--- src/rtl/linescanner_capture_controller.sv ---
// Line-scan sensor capture controller: exposure sequencing, ADC load pulse, pixel stream and line markers.
// Optional line-length checking is enabled by defining LINESCANNER_LINE_LENGTH_CHECK_EN.
module linescanner_capture_controller #(
  parameter int DATA_WIDTH  = 8,
  parameter int LINE_PIXELS = 1024,
  parameter int T_CVC       = 48,
  parameter int T_CDS       = 7,
  parameter int T_SAMPLE    = 48,
  parameter int T_HOLD      = 6,
  parameter int T_LOAD_DLY  = 3
) (
  input  logic                  pixel_clock,
  input  logic                  n_reset,
  input  logic                  enable,
  input  logic [DATA_WIDTH-1:0] data,
  input  logic                  lval,
  input  logic                  end_adc,
  output logic                  rst_cvc,
  output logic                  rst_cds,
  output logic                  sample,
  output logic                  load_pulse,
  output logic [DATA_WIDTH-1:0] pixel_data,
  output logic                  pixel_valid,
  output logic                  line_start,
  output logic                  line_end,
  output logic [15:0]           line_count
`ifdef LINESCANNER_LINE_LENGTH_CHECK_EN
  ,
  output logic                  line_len_err
`endif
);

  // A counter loaded with N-1 expires on the N-th edge; zero-length waits behave as one cycle.
  localparam logic [7:0] CVC_LD    = (T_CVC      < 1) ? 8'd0 : 8'(T_CVC - 1);
  localparam logic [7:0] CDS_LD    = (T_CDS      < 1) ? 8'd0 : 8'(T_CDS - 1);
  localparam logic [7:0] SAMPLE_LD = (T_SAMPLE   < 1) ? 8'd0 : 8'(T_SAMPLE - 1);
  localparam logic [7:0] HOLD_LD   = (T_HOLD     < 1) ? 8'd0 : 8'(T_HOLD - 1);
  localparam logic [7:0] LOAD_LD   = (T_LOAD_DLY < 1) ? 8'd0 : 8'(T_LOAD_DLY - 1);

  if ((LINE_PIXELS < 1) || (LINE_PIXELS > 65535)) begin : g_line_pixels_range
    $error("LINE_PIXELS must be within 1..65535");
  end

  typedef enum logic [2:0] {
    EXP_IDLE = 3'd0, EXP_CVC = 3'd1, EXP_CDS = 3'd2,
    EXP_WAIT_ADC = 3'd3, EXP_SAMPLE = 3'd4, EXP_HOLD = 3'd5
  } exp_state_t;

  typedef enum logic [2:0] {
    LD_ARM = 3'd0, LD_WAIT_LVAL_LOW = 3'd1, LD_DELAY = 3'd2,
    LD_PULSE = 3'd3, LD_WAIT_ADC_LOW = 3'd4
  } ld_state_t;

  exp_state_t            exp_state_r, exp_state_s;
  ld_state_t             ld_state_r, ld_state_s;
  logic [7:0]            exp_cnt_r, exp_cnt_s, ld_cnt_r, ld_cnt_s;
  logic                  rst_cvc_r, rst_cvc_s, rst_cds_r, rst_cds_s;
  logic                  sample_r, sample_s, load_pulse_r, load_pulse_s;
  logic                  end_adc_r, end_adc_d_r, adc_rise_s;
  logic [DATA_WIDTH-1:0] pixel_data_r;
  logic                  lval_r, line_start_r, line_end_r;
  logic [15:0]           line_count_r;

  // Both FSMs see end_adc through the same register, so an edge reaches them in the same cycle.
  assign adc_rise_s = end_adc_r & ~end_adc_d_r;

  // State, counter and output registers for both FSMs.
  always_ff @(posedge pixel_clock) begin
    if (!n_reset) begin
      exp_state_r  <= EXP_IDLE;
      ld_state_r   <= LD_ARM;
      exp_cnt_r    <= 8'd0;
      ld_cnt_r     <= 8'd0;
      rst_cvc_r    <= 1'b1;
      rst_cds_r    <= 1'b1;
      sample_r     <= 1'b0;
      load_pulse_r <= 1'b0;
      end_adc_r    <= 1'b0;
      end_adc_d_r  <= 1'b0;
    end else begin
      exp_state_r  <= exp_state_s;
      ld_state_r   <= ld_state_s;
      exp_cnt_r    <= exp_cnt_s;
      ld_cnt_r     <= ld_cnt_s;
      rst_cvc_r    <= rst_cvc_s;
      rst_cds_r    <= rst_cds_s;
      sample_r     <= sample_s;
      load_pulse_r <= load_pulse_s;
      end_adc_r    <= end_adc;
      end_adc_d_r  <= end_adc_r;
    end
  end

  // Exposure next-state and shared wait counter.
  always_comb begin
    exp_state_s = exp_state_r;
    exp_cnt_s   = exp_cnt_r;
    case (exp_state_r)
      EXP_IDLE: begin
        if (enable) begin
          exp_state_s = EXP_CVC;
          exp_cnt_s   = CVC_LD;
        end else begin
          exp_cnt_s   = 8'd0;
        end
      end
      EXP_CVC: begin
        if (exp_cnt_r == 8'd0) begin
          exp_state_s = EXP_CDS;
          exp_cnt_s   = CDS_LD;
        end else begin
          exp_cnt_s   = exp_cnt_r - 8'd1;
        end
      end
      EXP_CDS: begin
        if (exp_cnt_r == 8'd0) begin
          exp_state_s = EXP_WAIT_ADC;
        end else begin
          exp_cnt_s   = exp_cnt_r - 8'd1;
        end
      end
      EXP_WAIT_ADC: begin
        if (end_adc_r) begin
          exp_state_s = EXP_SAMPLE;
          exp_cnt_s   = SAMPLE_LD;
        end else begin
          exp_cnt_s   = 8'd0;
        end
      end
      EXP_SAMPLE: begin
        if (exp_cnt_r == 8'd0) begin
          exp_state_s = EXP_HOLD;
          exp_cnt_s   = HOLD_LD;
        end else begin
          exp_cnt_s   = exp_cnt_r - 8'd1;
        end
      end
      EXP_HOLD: begin
        if (exp_cnt_r == 8'd0) begin
          exp_state_s = EXP_IDLE;
        end else begin
          exp_cnt_s   = exp_cnt_r - 8'd1;
        end
      end
      default: begin
        exp_state_s = EXP_IDLE;
        exp_cnt_s   = 8'd0;
      end
    endcase
  end

  // Exposure outputs follow the state being entered, so each edge lands on the transition clock.
  always_comb begin
    rst_cvc_s = (exp_state_s == EXP_IDLE);
    rst_cds_s = (exp_state_s == EXP_IDLE) || (exp_state_s == EXP_CVC);
    sample_s  = (exp_state_s == EXP_SAMPLE);
  end

  // Load FSM next-state; lval is qualified through the pixel register.
  always_comb begin
    ld_state_s = ld_state_r;
    ld_cnt_s   = ld_cnt_r;
    case (ld_state_r)
      LD_ARM: begin
        if (adc_rise_s) begin
          ld_state_s = lval_r ? LD_WAIT_LVAL_LOW : LD_DELAY;
          ld_cnt_s   = LOAD_LD;
        end else begin
          ld_cnt_s   = 8'd0;
        end
      end
      LD_WAIT_LVAL_LOW: begin
        if (!lval_r) begin
          ld_state_s = LD_DELAY;
          ld_cnt_s   = LOAD_LD;
        end else begin
          ld_cnt_s   = LOAD_LD;
        end
      end
      LD_DELAY: begin
        if (ld_cnt_r == 8'd0) begin
          ld_state_s = LD_PULSE;
        end else begin
          ld_cnt_s   = ld_cnt_r - 8'd1;
        end
      end
      LD_PULSE: begin
        ld_state_s = LD_WAIT_ADC_LOW;
      end
      LD_WAIT_ADC_LOW: begin
        if (!end_adc_r) begin
          ld_state_s = LD_ARM;
        end else begin
          ld_state_s = LD_WAIT_ADC_LOW;
        end
      end
      default: begin
        ld_state_s = LD_ARM;
        ld_cnt_s   = 8'd0;
      end
    endcase
  end

  // Load pulse output decode.
  always_comb begin
    load_pulse_s = (ld_state_s == LD_PULSE);
  end

  // Pixel stream, line markers and completed-line count.
  always_ff @(posedge pixel_clock) begin
    if (!n_reset) begin
      pixel_data_r <= '0;
      lval_r       <= 1'b0;
      line_start_r <= 1'b0;
      line_end_r   <= 1'b0;
      line_count_r <= 16'd0;
    end else begin
      pixel_data_r <= data;
      lval_r       <= lval;
      line_start_r <= lval & ~lval_r;
      line_end_r   <= lval_r & ~lval;
      if (lval_r && !lval) begin
        line_count_r <= line_count_r + 16'd1;
      end
    end
  end

`ifdef LINESCANNER_LINE_LENGTH_CHECK_EN
  localparam logic [15:0] LINE_PIXELS_W = 16'(LINE_PIXELS);
  logic [15:0] pix_cnt_r;
  logic        line_len_err_r;

  // Saturating per-line pixel count, judged when the line closes.
  always_ff @(posedge pixel_clock) begin
    if (!n_reset) begin
      pix_cnt_r      <= 16'd0;
      line_len_err_r <= 1'b0;
    end else begin
      if (lval && !lval_r) begin
        pix_cnt_r <= 16'd1;
      end else if (lval && (pix_cnt_r != 16'hFFFF)) begin
        pix_cnt_r <= pix_cnt_r + 16'd1;
      end
      line_len_err_r <= lval_r && !lval && (pix_cnt_r != LINE_PIXELS_W);
    end
  end

  assign line_len_err = line_len_err_r;
`endif

  assign rst_cvc     = rst_cvc_r;
  assign rst_cds     = rst_cds_r;
  assign sample      = sample_r;
  assign load_pulse  = load_pulse_r;
  assign pixel_data  = pixel_data_r;
  assign pixel_valid = lval_r;
  assign line_start  = line_start_r;
  assign line_end    = line_end_r;
  assign line_count  = line_count_r;

endmodule

--- config.mk ---
export PLATFORM = sky130hd
export DESIGN_NAME = linescanner_capture_controller
export DESIGN_NICKNAME = d
export VERILOG_FILES = /design/src/rtl/linescanner_capture_controller.sv
export SDC_FILE = /design/constraint.sdc
export NUM_CORES = 1
export LEC_CHECK = 0
export BUFFER_PORTS_ARGS = -buffer_cell sky130_fd_sc_hd__buf_4
export CAP_MARGIN = 40
export CORE_AREA = 2 2 79 81
export DETAILED_ROUTE_END_ITERATION = 16
export DIE_AREA = 0 0 81 83
export GPL_ROUTABILITY_DRIVEN = 0
export PLACE_DENSITY = 0.76
export SLEW_MARGIN = 10
export SYNTH_ARGS = -nofsm -noshare
export SYNTH_HDL_FRONTEND = slang
export SYNTH_SLANG_ARGS = --single-unit
--- constraint.sdc ---
create_clock -name pixel_clock -period 5.12 [get_ports pixel_clock]
set_input_delay 0.512 -clock pixel_clock [delete_from_list [all_inputs] [get_ports pixel_clock]]
set_output_delay 0.512 -clock pixel_clock [all_outputs]
set_load 0.01 [all_outputs]
==> results.json <==
{
  "clkTransAtPathRegs_ns": 0.10,
  "hold_viol": 0,
  "synth.avg_cell_area_sq_um": 9.39,
  "overflow": 0,
  "mostFrequentLayoutCells": "55 x dfxtp_1, 43 x buf_4, 32 x and2_1",
  "total_power_mw": 1.05,
  "grt_antenna_before_repair": 0,
  "port_buffers": 43,
  "cts_setup_buffers": 0,
  "cp.arrival_ns": 2.05,
  "synth_seq_cells": 55,
  "path_max_fanout": 11,
  "hpwl_mm": 3.52,
  "period_needed_ns": 1.85,
  "dieHeight_um": 83,
  "placeableCoreArea_sq_mm": 0.00582,
  "wirelength_mm": 4.88,
  "status": "completed",
  "vias": 1986,
  "die-area_sq_mm": 0.00672,
  "fin_cells": 389,
  "fmax_ghz": 0.541,
  "setup_viol": 0,
  "ys_warn_count": 0,
  "peakVddDrop_uv": 192,
  "cts.sinks": 55,
  "drt_iter0_markers": 90,
  "synth.top_cell.area_share": 0.428,
  "worstReg2RegEnd": "sample",
  "hold_path_end": "pixel_data[2]",
  "hp-start": "data[2]",
  "viasPerCell": 5.11,
  "start_kind": "flop",
  "slowest_delay_ns": 0.35,
  "worstPathRequired_ns": 5.32,
  "start_util": 0.443,
  "area_growth_pct": 16.6,
  "final_common_cell": "dfxtp_1",
  "hold_buffers": 0,
  "dr.pass1.iters": 4,
  "post_drt_wl_per_cell_um": 12.5,
  "yosysTopAreaCell": "dfxtp_1",
  "cts-root-buf": "clkbuf_8",
  "rr_startpoint": "exp_cnt_r[0]",
  "drv_slew": 0,
  "grt_pass1_vias": 1863,
  "async_flop_share": 0,
  "nFillCells": 557,
  "drtAntennaViolNets": 0,
  "drive_gt1_frac": 0.220,
  "maxCapViolations": 0,
  "synth.net_count": 292,
  "antenna_cells": 0,
  "drc_errors": 0,
  "cts_resized": 0,
  "rsz0062_at_grt": "no",
  "finClkSkew_ns": 0.00850,
  "syn_inst": 274,
  "power.leakage_nw": 1.24,
  "cts_buffer_depth": 2,
  "ys_types": 54,
  "hold_slack_ns": 0.414,
  "layout.nets": 331,
  "worstHoldPathType": "input pin to flop",
  "yosysSeqAreaShare": 0.428,
  "grt_pass1_wl_mm": 8.45,
  "tightestPinTransition_ns": 0.516,
  "worstSetupPathType": "flop to flop",
  "cts_buffers": 5,
  "synth_enable_flop_cells": 0,
  "io_pins": 44,
  "post-route-util": 0.516,
  "hold_depth": 2,
  "dp.cells": 381,
  "synth_area_leaders": "dfxtp_1 43%, and2_1 7.8%, xnor2_1 5.4%, nor2_1 3.4%, xor2_1 3.1%",
  "slowest_stage": "dfxtp_1",
  "grt_max_degree": 44,
  "p_per_area_mw_per_mm2": 349,
  "r2r_cells": 7,
  "die_x_um": 81,
  "synth_flop_cell": "dfxtp_1",
  "finalSetupTns_ns": 0,
  "path_cells": "inv_1 -> ha_1 -> nor3b_1 -> and2_4 -> a21oi_1 -> o21a_1 -> and2_1",
  "max-slew-margin-rel": 0.653,
  "endpoint_kind": "flop",
  "finalCritPeriodShare": 0.361,
  "reg2reg_slack_ns": 3.27,
  "cts_tree": "built",
  "synthesis.area_sq_mm": 0.00257,
  "grt.total_usage": 0.156,
  "cts_max_level": 2,
  "rows": 28,
  "clock_latency_ns": 0.30
}
-- cell type report --
| class | instances | area, sq um | area share |
|---|---|---|---|
| clock buffer | 6 | 72.6 | 0.0242 |
| clock inverter | 2 | 12.5 | 0.00417 |
| inverter | 10 | 37.5 | 0.0125 |
| multi-input combinational | 198 | 1360 | 0.453 |
| sequential | 55 | 1100 | 0.367 |
| tap | 75 | 93.8 | 0.0313 |
| timing repair buffer | 43 | 323 | 0.108 |
-- stage by stage --
stage / cell area, sq um / setup WS (ns)
floorplan: 2570 / 3.45
global placement: 2920 / 3.28
finish: 3000 / 3.27
detailed placement: 2920 / 3.22
global route: 3000 / 3.14
CTS: 3000 / 3.29
-- report_power, final --
part           total, mW  switching, mW  internal [mW]  leakage, nW
Sequential         0.510         0.0470          0.463        0.449
Clock              0.234          0.138         0.0960       0.0412
Combinational      0.303          0.163          0.139        0.753
Total               1.05          0.348          0.698         1.24
-- cell families (layout without fill, tap and decap cells) --
family                   Yosys count  in the layout  synth area share
AO/OA/AOI/OAI                     39             39             0.114
XOR/XNOR                          25             25            0.0851
adder cells (fa/ha/maj)            5              5            0.0243
buffers and inverters             21             61            0.0437
flip-flops                        55             55             0.428
multiplexers                       3              3            0.0136
AND/OR/NAND/NOR                  126            126             0.292
-- cells in the mapped netlist (4+ instances only) --
master,instances
and2_1,32
nand2_1,12
xor2_1,9
o21ai_0,5
a21oi_2,4
nand3_1,9
clkbuf_1,5
ha_1,5
nor2b_1,10
inv_1,9
nor2_1,23
dfxtp_1,55
and3_1,4
nor3_1,7
xnor2_1,16
nand4_1,9
a21oi_1,7
-- layer usage --
metal  vias to the layer above  routed length (um)  track usage
met5                         -                   0            0
met3                         4                 192       0.0359
met2                        39                2420        0.264
met4                         0                  41       0.0370
met1                       932                2220        0.198
li1                       1011                   -            -
-- how the worst max path moves through the flow --
stage	startpoint	end	cells after the start
after floorplan	exp_cnt_r[0]	exp_cnt_r[1]	8
after global placement	lval	line_count[13]	6
after detailed placement	lval	line_count[15]	6
after CTS	exp_cnt_r[0]	sample	7
after global routing	exp_cnt_r[0]	sample	7
final	exp_cnt_r[0]	sample	7
-- critical path, delay by kind of cell, from the launching register on --
family                   cells  cell delay (ns)
flip-flops                   1             0.35
AO/OA/AOI/OAI                2             0.33
buffers and inverters        1             0.11
AND/OR/NAND/NOR              3             0.78
adder cells (fa/ha/maj)      1             0.17
-- state kept, by name (all words and copies together), names as in the netlist --
name / flops
line_start: 1
sample: 1
rst_cds: 1
pixel_valid: 1
ld_state_r: 3
exp_state_r: 3
line_end: 1
line_count: 16
end_adc_d_r: 1
load_pulse: 1
ld_cnt_r: 8
exp_cnt_r: 8
rst_cvc: 1
pixel_data: 8
end_adc_r: 1
(Power assumes the default switching activity.)
